## config.mk

```make
export PLATFORM = sky130hd
export DESIGN_NAME = branch_hazard_ctrl_flat
export DESIGN_NICKNAME = d
export VERILOG_FILES = /design/src/rtl/branch_hazard_ctrl_if.sv /design/src/rtl/branch_hazard_ctrl.sv /design/src/flat_wrapper.sv
export SDC_FILE = /design/constraint.sdc
export NUM_CORES = 1
export LEC_CHECK = 0
export CAP_MARGIN = 30
export CORE_ASPECT_RATIO = 1.2
export CORE_UTILIZATION = 65
export CTS_CLUSTER_DIAMETER = 40
export DETAILED_ROUTE_END_ITERATION = 12
export DONT_BUFFER_PORTS = 1
export PLACE_DENSITY = 0.8
export SKIP_LAST_GASP = 1
export SLEW_MARGIN = 20
export SYNTH_ARGS = -nofsm -noshare
export SYNTH_HDL_FRONTEND = slang
export SYNTH_SLANG_ARGS = --single-unit
```

## constraint.sdc

```tcl
create_clock -name clk -period 3.5 [get_ports clk]
set_input_delay 0.35 -clock clk [delete_from_list [all_inputs] [get_ports clk]]
set_output_delay 0.35 -clock clk [all_outputs]
set_load 0.02 [all_outputs]
```

## src/rtl/branch_hazard_ctrl_if.sv

```systemverilog
// Branch hazard bundle between the ID stage and the branch hazard controller.
// The ID-stage driver is the master; the hazard controller is the slave.
interface branch_hazard_ctrl_if #(
    parameter int REG_ADDR_W = 5,
    parameter int BRANCH_W   = 2,
    parameter int CNT_W      = 16
);
    logic                  hold;
    logic [BRANCH_W-1:0]   id_branch;
    logic [REG_ADDR_W-1:0] id_rs;
    logic [REG_ADDR_W-1:0] id_rt;
    logic [REG_ADDR_W-1:0] id_rd;
    logic                  id_reg_write;
    logic                  id_mem_read;
    logic                  id_valid;
    logic [1:0]            fwd_a;
    logic [1:0]            fwd_b;
    logic                  stall;
    logic [CNT_W-1:0]      stall_cycles;

    modport master (
        output hold, id_branch, id_rs, id_rt, id_rd, id_reg_write, id_mem_read, id_valid,
        input  fwd_a, fwd_b, stall, stall_cycles
    );

    modport slave (
        input  hold, id_branch, id_rs, id_rt, id_rd, id_reg_write, id_mem_read, id_valid,
        output fwd_a, fwd_b, stall, stall_cycles
    );
endinterface

```

## src/rtl/branch_hazard_ctrl.sv

```systemverilog
// ID-stage branch hazard controller. Shadows the EX/MEM/WB register writers,
// resolves per-operand forwarding for branches evaluated in ID, requests stalls
// when a producer result is not yet reachable, and counts stall cycles.
module branch_hazard_ctrl #(
    parameter int REG_ADDR_W = 5,
    parameter int BRANCH_W   = 2,
    parameter int CNT_W      = 16
) (
    input  logic                clk,
    input  logic                reset,
    branch_hazard_ctrl_if.slave bus
);
    typedef struct packed {
        logic                  v;
        logic [REG_ADDR_W-1:0] rd;
        logic                  wr;
        logic                  ld;
    } slot_t;

    localparam slot_t BUBBLE = '{v: 1'b0, rd: {REG_ADDR_W{1'b0}}, wr: 1'b0, ld: 1'b0};

    slot_t            ex_r;
    slot_t            mem_r;
    slot_t            wb_r;
    logic [CNT_W-1:0] cnt_r;

    logic [1:0]       fwd_a_s;
    logic [1:0]       fwd_b_s;
    logic             stall_s;
    logic [2:0]       res_a_s;
    logic [2:0]       res_b_s;

    // A slot produces a value for src only if it is a real writer of a non-zero register.
    function automatic logic writes_src(input slot_t s, input logic [REG_ADDR_W-1:0] src);
        return s.v && s.wr && (s.rd != {REG_ADDR_W{1'b0}}) && (s.rd == src);
    endfunction

    // Returns {stall, fwd[1:0]} for one branch operand.
    function automatic logic [2:0] resolve(input logic [REG_ADDR_W-1:0] src,
                                           input slot_t ex, input slot_t mem, input slot_t wb);
        logic       stl;
        logic [1:0] fwd;
        // EX results (ALU or load) cannot reach ID yet; a load in MEM is also too late.
        stl = writes_src(ex, src) || (writes_src(mem, src) && mem.ld);
        if (writes_src(mem, src) && !mem.ld) begin
            fwd = 2'b10;
        end else if (writes_src(wb, src)) begin
            fwd = 2'b01;
        end else begin
            fwd = 2'b00;
        end
        return {stl, fwd};
    endfunction

    // Hazard evaluation for a valid branch in ID; everything else sees no hazard.
    always_comb begin
        fwd_a_s = 2'b00;
        fwd_b_s = 2'b00;
        stall_s = 1'b0;
        res_a_s = resolve(bus.id_rs, ex_r, mem_r, wb_r);
        res_b_s = resolve(bus.id_rt, ex_r, mem_r, wb_r);
        if (bus.id_valid && (bus.id_branch != {BRANCH_W{1'b0}})) begin
            fwd_a_s = res_a_s[1:0];
            fwd_b_s = res_b_s[1:0];
            stall_s = res_a_s[2] | res_b_s[2];
        end else begin
            fwd_a_s = 2'b00;
            fwd_b_s = 2'b00;
            stall_s = 1'b0;
        end
    end

    // Shadow pipeline advance and saturating stall counter; reset overrides hold.
    always_ff @(posedge clk) begin
        if (reset) begin
            ex_r  <= BUBBLE;
            mem_r <= BUBBLE;
            wb_r  <= BUBBLE;
            cnt_r <= {CNT_W{1'b0}};
        end else if (!bus.hold) begin
            wb_r  <= mem_r;
            mem_r <= ex_r;
            if (stall_s) begin
                ex_r <= BUBBLE;
            end else begin
                ex_r <= '{v: bus.id_valid, rd: bus.id_rd, wr: bus.id_reg_write, ld: bus.id_mem_read};
            end
            if (stall_s && (cnt_r != {CNT_W{1'b1}})) begin
                cnt_r <= cnt_r + {{(CNT_W-1){1'b0}}, 1'b1};
            end else begin
                cnt_r <= cnt_r;
            end
        end else begin
            ex_r  <= ex_r;
            mem_r <= mem_r;
            wb_r  <= wb_r;
            cnt_r <= cnt_r;
        end
    end

    assign bus.fwd_a        = fwd_a_s;
    assign bus.fwd_b        = fwd_b_s;
    assign bus.stall        = stall_s;
    assign bus.stall_cycles = cnt_r;
endmodule

```

## src/flat_wrapper.sv

```systemverilog
// flat-port wrapper written by rule: the top's interface ports become plain ports
module branch_hazard_ctrl_flat 
#(
    parameter int REG_ADDR_W = 5,
    parameter int BRANCH_W   = 2,
    parameter int CNT_W      = 16
)
  (clk, reset, bus_hold, bus_id_branch, bus_id_rs, bus_id_rt, bus_id_rd, bus_id_reg_write, bus_id_mem_read, bus_id_valid, bus_fwd_a, bus_fwd_b, bus_stall, bus_stall_cycles);
  branch_hazard_ctrl_if #(.REG_ADDR_W(REG_ADDR_W), .BRANCH_W(BRANCH_W), .CNT_W(CNT_W)) bus_i ();
  input  logic clk;
  input  logic reset;
  input wire logic [$bits(bus_i.hold)-1:0] bus_hold;
  input wire logic [$bits(bus_i.id_branch)-1:0] bus_id_branch;
  input wire logic [$bits(bus_i.id_rs)-1:0] bus_id_rs;
  input wire logic [$bits(bus_i.id_rt)-1:0] bus_id_rt;
  input wire logic [$bits(bus_i.id_rd)-1:0] bus_id_rd;
  input wire logic [$bits(bus_i.id_reg_write)-1:0] bus_id_reg_write;
  input wire logic [$bits(bus_i.id_mem_read)-1:0] bus_id_mem_read;
  input wire logic [$bits(bus_i.id_valid)-1:0] bus_id_valid;
  output wire logic [$bits(bus_i.fwd_a)-1:0] bus_fwd_a;
  output wire logic [$bits(bus_i.fwd_b)-1:0] bus_fwd_b;
  output wire logic [$bits(bus_i.stall)-1:0] bus_stall;
  output wire logic [$bits(bus_i.stall_cycles)-1:0] bus_stall_cycles;
  assign bus_i.hold = bus_hold;
  assign bus_i.id_branch = bus_id_branch;
  assign bus_i.id_rs = bus_id_rs;
  assign bus_i.id_rt = bus_id_rt;
  assign bus_i.id_rd = bus_id_rd;
  assign bus_i.id_reg_write = bus_id_reg_write;
  assign bus_i.id_mem_read = bus_id_mem_read;
  assign bus_i.id_valid = bus_id_valid;
  assign bus_fwd_a = bus_i.fwd_a;
  assign bus_fwd_b = bus_i.fwd_b;
  assign bus_stall = bus_i.stall;
  assign bus_stall_cycles = bus_i.stall_cycles;
  branch_hazard_ctrl #(.REG_ADDR_W(REG_ADDR_W), .BRANCH_W(BRANCH_W), .CNT_W(CNT_W)) u_core (.clk(clk), .reset(reset), .bus(bus_i));
endmodule
```

* After elaboration in Yosys (flattened, before gate mapping)
Index checks and enable logic that the tools add are counted.
** Word-level totals
- Memories kept :: 0
- Word-level logic and storage cells :: 56
- Bits in latches :: 0
- Flip-flop bits (word level) :: 39
- Input port bits :: 23
- Memory bits (read-only) :: 0
- Memory bits (writable) :: 0
** Operators by class
- Divide/modulo/power cells :: 0
- Shift-type cells :: 0
- Multipliers :: 0
- Reduce and logical (&&, ||, !) cells :: 26
- Muxes and demuxes :: 8
- Bitwise logic cells :: 2
- Add/sub/neg operators :: 1
- $lt $le $gt $ge :: 0
- Equal/unequal tests :: 7
** Operators by type and width (number)
- $eq 5x5->1 :: 6
- $logic_and 1x1->1 :: 18
- $add 16x1->16 const B :: 1
- $ne 16x16->1 const B :: 1
- $reduce_bool 5->1 :: 3
- $mux 2 :: 4
- $mux 8 :: 1
- $mux 1 :: 3
- $logic_or 1x1->1 :: 2
- $reduce_and 2->1 :: 1
- $reduce_bool 2->1 :: 1
- $logic_not 1->1 :: 1
- $not 1->1 :: 1
- $or 1x1->1 :: 1

* Logic depth before layout (Yosys ltp)
- Depth after elaboration :: 9
- Mapped depth :: 9

* Least setup slack after synthesis
No wires, ideal clock.
- Path kind :: register to register
- From :: register u_core.cnt_r[7] (netlist: u_core.bus.stall_cycles[7])
- To :: register u_core.cnt_r[12] (netlist: u_core.bus.stall_cycles[12])
- Slack :: 1.471 ns
- Data arrival time :: 1.959 ns
- Cell stages (with the launch flop) :: 9
- Buffers on the path :: 1
- Library setup time :: 0.070 ns
- Data required time :: 3.430 ns
- Cells stage by stage :: dfxtp_1 -> and4_4 -> and3_1 -> and3_4 -> a41oi_2 -> o21ai_4 -> buf_6 -> or4_1 -> a21oi_1
** On the way
- Longest elaborated chain between the ends :: 3
- Elaborated cells between the ends (all ways) :: 4
** Ends and longest elaborated chain
- from (decl) :: RTL line branch_hazard_ctrl.sv:25 : logic [CNT_W-1:0] cnt_r;
- from (signal assigned) :: RTL line branch_hazard_ctrl.sv:79 : cnt_r <= {CNT_W{1'b0}};
- from (signal assigned) :: RTL line branch_hazard_ctrl.sv:89 : cnt_r <= cnt_r + {{(CNT_W-1){1'b0}}, 1'b1};
- from (signal assigned) :: RTL line branch_hazard_ctrl.sv:91 : cnt_r <= cnt_r;
- parallel branches: the longest is 3 deep, another holds $add 16x1->16
Parallel ways; which one is timed is not known.
A chain may end at the register's enable or synchronous reset.

* Final worst setup path
- From :: register u_core.ex_r[2] (netlist bit)
- To :: output port bus_stall
** On the way
- Longest elaborated chain between the ends :: 6
- Elaborated cells between the ends (all ways) :: 10
** Ends and longest elaborated chain
- from (decl) :: RTL line branch_hazard_ctrl.sv:22 : slot_t ex_r;
- from (signal assigned) :: RTL line branch_hazard_ctrl.sv:86 : ex_r <= '{v: bus.id_valid, rd: bus.id_rd, wr: bus.id_reg_write, ld: bus.id_mem_read};
- from (signal assigned) :: RTL line branch_hazard_ctrl.sv:94 : ex_r <= ex_r;
- $reduce_bool 5->1 :: RTL line branch_hazard_ctrl.sv:35 : return s.v && s.wr && (s.rd != {REG_ADDR_W{1'b0}}) && (s.rd == src);
- $logic_and 1x1->1 (2 in a row) :: RTL line branch_hazard_ctrl.sv:35
- $logic_or 1x1->1 :: RTL line branch_hazard_ctrl.sv:44 : stl = writes_src(ex, src) || (writes_src(mem, src) && mem.ld);
- $or 1x1->1 (*) :: RTL line branch_hazard_ctrl.sv:65 : stall_s = res_a_s[2] | res_b_s[2];
- $mux 1 (*) :: RTL line branch_hazard_ctrl.sv:62 : if (bus.id_valid && (bus.id_branch != {BRANCH_W{1'b0}})) begin
- to (decl) :: RTL line flat_wrapper.sv:22 : output wire logic [$bits(bus_i.stall)-1:0] bus_stall;
Every way passes the cells marked *; elsewhere a longest branch is shown, timed or not.

==> flow_summary_export.csv <==
group,metric,value,unit
clock_tree,clk_pin_slew_worst_paths,110,ps
placement,portBuffers,0,
sta,slew_headroom,0.621,
clock_tree,cts_setup_buffers,0,
power,power.share.sequential,0.601,
global_routing,grt_max_degree,40,
sta,maxClockFrequency,395,MHz
synth,yosys_warnings,0,
route,detail_route.first_pass.iterations,4,
min_path,hold_start,"reset",
synth,synthesis.instances,232,
power,worst_ir_drop_vdd,0.302,mV
global_routing,globalRouteTotalUtil,0.267,
setup_path,worst_ep_required_time,3150,ps
sta,hold_violations,0,
clock_tree,ctsHoldBuffers,0,
route,routed_wirelength,4.31,mm
power,p_per_area,363,nW/um^2
setup_path,worstPathMaxFanout,9,
layout,final_net_count,253,
min_path,worst_hold_path_type,"primary input to register",
route,drt_drc_violations_left,0,
sta,setup_viol_count_final,0,
layout,drive_above_1_share,0.0609,
synth,ff_latch_count_synth,39,
clock_tree,cts_max_path_buffers,2,
die,coreArea,3060,sq um
die,floorplan.die_area,3420,sq um
clock_tree,count_of_cells_resized_by_post_cts_repair,0,
setup_path,reg2reg_from,"u_core.bus.stall_cycles[7]",
run_status,outcome,"finished, final reports clean",
clock_tree,cts-htree-levels,2,
synth,post_synth_net_total,256,
sta,tightest_slew,567,ps
route,viasPerCell,6.43,
power,switching_share,0.220,
sta,report.final.slew_viol_count,0,
placement,gp_congestion,0.823,
sta,timing.clock.skew,12.2,ps
power,switching_power,0.170,mW
setup_path,worst-r2r-cell-count,7,
synth,synth.yosys.seq_area_share,0.377,
route,detail_route.wl_per_cell,16.2,um
power,power.static_leakage,0.773,nW
setup_path,cp_data_arrival_time,2180,ps
layout,layout-area-overhead-vs-synth,2.53,%
sta,period_share,0.724,
route,vias,1710,
power,power_report.internal_total,0.603,mW
sta,unrepaired_setup_endpoints_after_global_routing,"false",
global_routing,antenna_violations_before_repair,0,
die,boundaryPins,44,
die,placement_rows,22,
die,die_h,63.9,um
min_path,depth_of_the_worst_hold_timing_path,1,
global_routing,grt.overflow.total,0,
clock_tree,cts-buffers-inserted,5,
clock_tree,clock_latency_on_the_worst_skew_pair,340,ps
setup_path,ff2ff_setup_slack,1220,ps
flow_run,maxCapViolations,0,
power,power.clock.fraction,0.332,
placement,post-dp-hpwl,3.14,mm
layout,antenna_cells,0,
global_routing,number_of_global_route_vias_before_repair,1648,
die,die_width,53.6,um
setup_path,cp-start-kind,"register",
synth,area_of_the_mapped_netlist,2070,sq um
die,initial_core_util,0.679,
clock_tree,cts.sink_count,39,
min_path,min_to,"u_core.ex_r[1]",
route,drt_iter0_markers,30,
sta,fin_worst_hold_slack,66.8,ps
clock_tree,cts_root_buf,"sky130_fd_sc_hd__clkbuf_4",
synth,netlist-cell-type-count,35,
sta,timing.final.crit_period,2530,ps
sta,fin_tns_setup,0,ps
power,combinationalPowerShare,0.066,
setup_path,critical_path.reg2reg.endpoint,"u_core.bus.stall_cycles[3]",
setup_path,cp-end-kind,"primary output",
global_routing,grt_pass1_wl,6.78,mm
synth,post_synth.cell_area_avg,8.94,sq um
clock_tree,tritoncts_clock_tree,"yes",
setup_path,worst-setup-path-type,"register to primary output",
route,drt.antenna.violating_nets,0,
worst max path at each step:
stage / slack (ps) / endpoint / depth (start not counted) / start
floorplan: 1470 / u_core.bus.stall_cycles[12] / 8 / u_core.bus.stall_cycles[7]
global placement: 1320 / u_core.bus.stall_cycles[3] / 7 / u_core.bus.stall_cycles[7]
detailed placement: 1270 / u_core.bus.stall_cycles[3] / 7 / u_core.bus.stall_cycles[7]
finish: 970 / bus_stall / 5 / u_core.ex_r[2]
CTS: 980 / bus_stall / 6 / u_core.mem_r[2]
global route: 900 / bus_stall / 6 / u_core.mem_r[2]
critical path: stages (launching register included):
cell and delay [ps]:
sky130_fd_sc_hd__dfxtp_1 380, sky130_fd_sc_hd__or4_1 560, sky130_fd_sc_hd__o2111ai_1 240, sky130_fd_sc_hd__a21oi_1 150, sky130_fd_sc_hd__nor2_2 320, sky130_fd_sc_hd__inv_1 190
logic make-up after synthesis:
logic type / count (synthesis) / share of synthesized area
buffers and inverters: 12 / 0.0332
adders and majority gates: 1 / 0.00603
and+or+nand+nor: 88 / 0.234
muxes: 16 / 0.0772
DFF: 39 / 0.377
xor gates and xnor gates: 32 / 0.135
AOI/OAI and AO/OA: 44 / 0.138
placed cells by master, fill, tap and decap left out, drive strengths merged, types with 3 or more instances in the layout:
cell type / Yosys / layout
mux2i: 16 / 16
clkbuf: 6 / 8
xor2: 17 / 17
and3: 6 / 6
or4: 13 / 13
nand3b: 8 / 8
o31ai: 9 / 9
nor3: 5 / 5
xnor2: 15 / 15
a21oi: 24 / 24
dfxtp: 39 / 39
o21ai: 5 / 5
nor2: 21 / 21
nand3: 11 / 11
nand2: 16 / 16
or3: 3 / 3
per-stage QoR:
stage	util	cells	worst slack, ps	area (sq um)	total power, mW
2_1_floorplan	-	232	1470	2070	0.528
3_3_place_gp	0.673	258	1320	2060	0.524
3_5_place_dp	0.673	258	1270	2060	0.526
4_1_cts	0.696	266	983	2130	0.774
5_1_grt	0.696	266	900	2130	0.796
6_report	0.696	266	966	2130	0.772
power groups by stage:
stage | registers, mW | logic, mW | clock network, mW
6_report | 0.464 | 0.0513 | 0.257
5_1_grt | 0.466 | 0.0577 | 0.272
4_1_cts | 0.464 | 0.0518 | 0.258
3_5_place_dp | 0.475 | 0.0514 | 0
3_3_place_gp | 0.474 | 0.0493 | 0
2_1_floorplan | 0.471 | 0.0564 | 0
area by class of cell:
cell class              count  area [sq um]
fillers                   243           930
flip-flops and latches     39           781
well taps                  36          45.0
multi-input cells         181          1220
clock buffers               8          68.8
inverters                   2          7.51
metal layers:
metal | routed length (um) | global-route usage | part of all wire | vias to the layer above
met4 | 91 | 0.122 | 0.021 | 0
met2 | 2200 | 0.483 | 0.51 | 46
met5 | 0 | 0 | 0 | -
met1 | 1760 | 0.268 | 0.41 | 816
met3 | 260 | 0.0738 | 0.060 | 10
li1 | - | - | - | 838
cells in the mapped netlist:
cell type / number / share of area
sky130_fd_sc_hd__o31ai_1: 9 / 0.033
sky130_fd_sc_hd__or4b_1: 1 / 0.0048
sky130_fd_sc_hd__o21a_1: 1 / 0.0036
sky130_fd_sc_hd__o21ai_4: 1 / 0.0078
sky130_fd_sc_hd__nand3_1: 11 / 0.027
sky130_fd_sc_hd__inv_1: 2 / 0.0036
sky130_fd_sc_hd__or4_1: 13 / 0.047
sky130_fd_sc_hd__and3_4: 1 / 0.0054
sky130_fd_sc_hd__nor3_1: 4 / 0.0097
sky130_fd_sc_hd__o21ai_1: 1 / 0.0024
sky130_fd_sc_hd__o211ai_1: 1 / 0.0036
sky130_fd_sc_hd__mux2i_1: 16 / 0.077
sky130_fd_sc_hd__a41oi_2: 1 / 0.0078
sky130_fd_sc_hd__nor2_1: 20 / 0.036
sky130_fd_sc_hd__o2111ai_1: 2 / 0.0085
sky130_fd_sc_hd__buf_6: 1 / 0.0054
sky130_fd_sc_hd__o2111a_2: 1 / 0.0060
sky130_fd_sc_hd__xor2_1: 17 / 0.072
sky130_fd_sc_hd__ha_1: 1 / 0.0060
sky130_fd_sc_hd__and4_4: 1 / 0.0054
sky130_fd_sc_hd__nand4_1: 2 / 0.0060
sky130_fd_sc_hd__a21oi_1: 24 / 0.058
sky130_fd_sc_hd__and3_1: 5 / 0.015
sky130_fd_sc_hd__xnor2_1: 15 / 0.063
sky130_fd_sc_hd__clkbuf_1: 6 / 0.011
sky130_fd_sc_hd__nand2_1: 16 / 0.029
sky130_fd_sc_hd__or3_1: 3 / 0.0091
sky130_fd_sc_hd__nand3b_1: 8 / 0.029
sky130_fd_sc_hd__nor2_2: 1 / 0.0030
sky130_fd_sc_hd__buf_12: 1 / 0.0097
sky130_fd_sc_hd__nor3_2: 1 / 0.0048
sky130_fd_sc_hd__buf_1: 2 / 0.0036
sky130_fd_sc_hd__nor4_1: 1 / 0.0030
sky130_fd_sc_hd__o21ai_0: 3 / 0.0072
sky130_fd_sc_hd__dfxtp_1: 39 / 0.38
registers in the layout, summed over array words and instances, names as in the netlist:
| name | count |
|---|---|
| u_core.wb_r | 7 |
| u_core.ex_r | 8 |
| u_core.mem_r | 8 |
| u_core.bus.stall_cycles | 16 |
No activity file was read; power rests on OpenSTA's default activity.
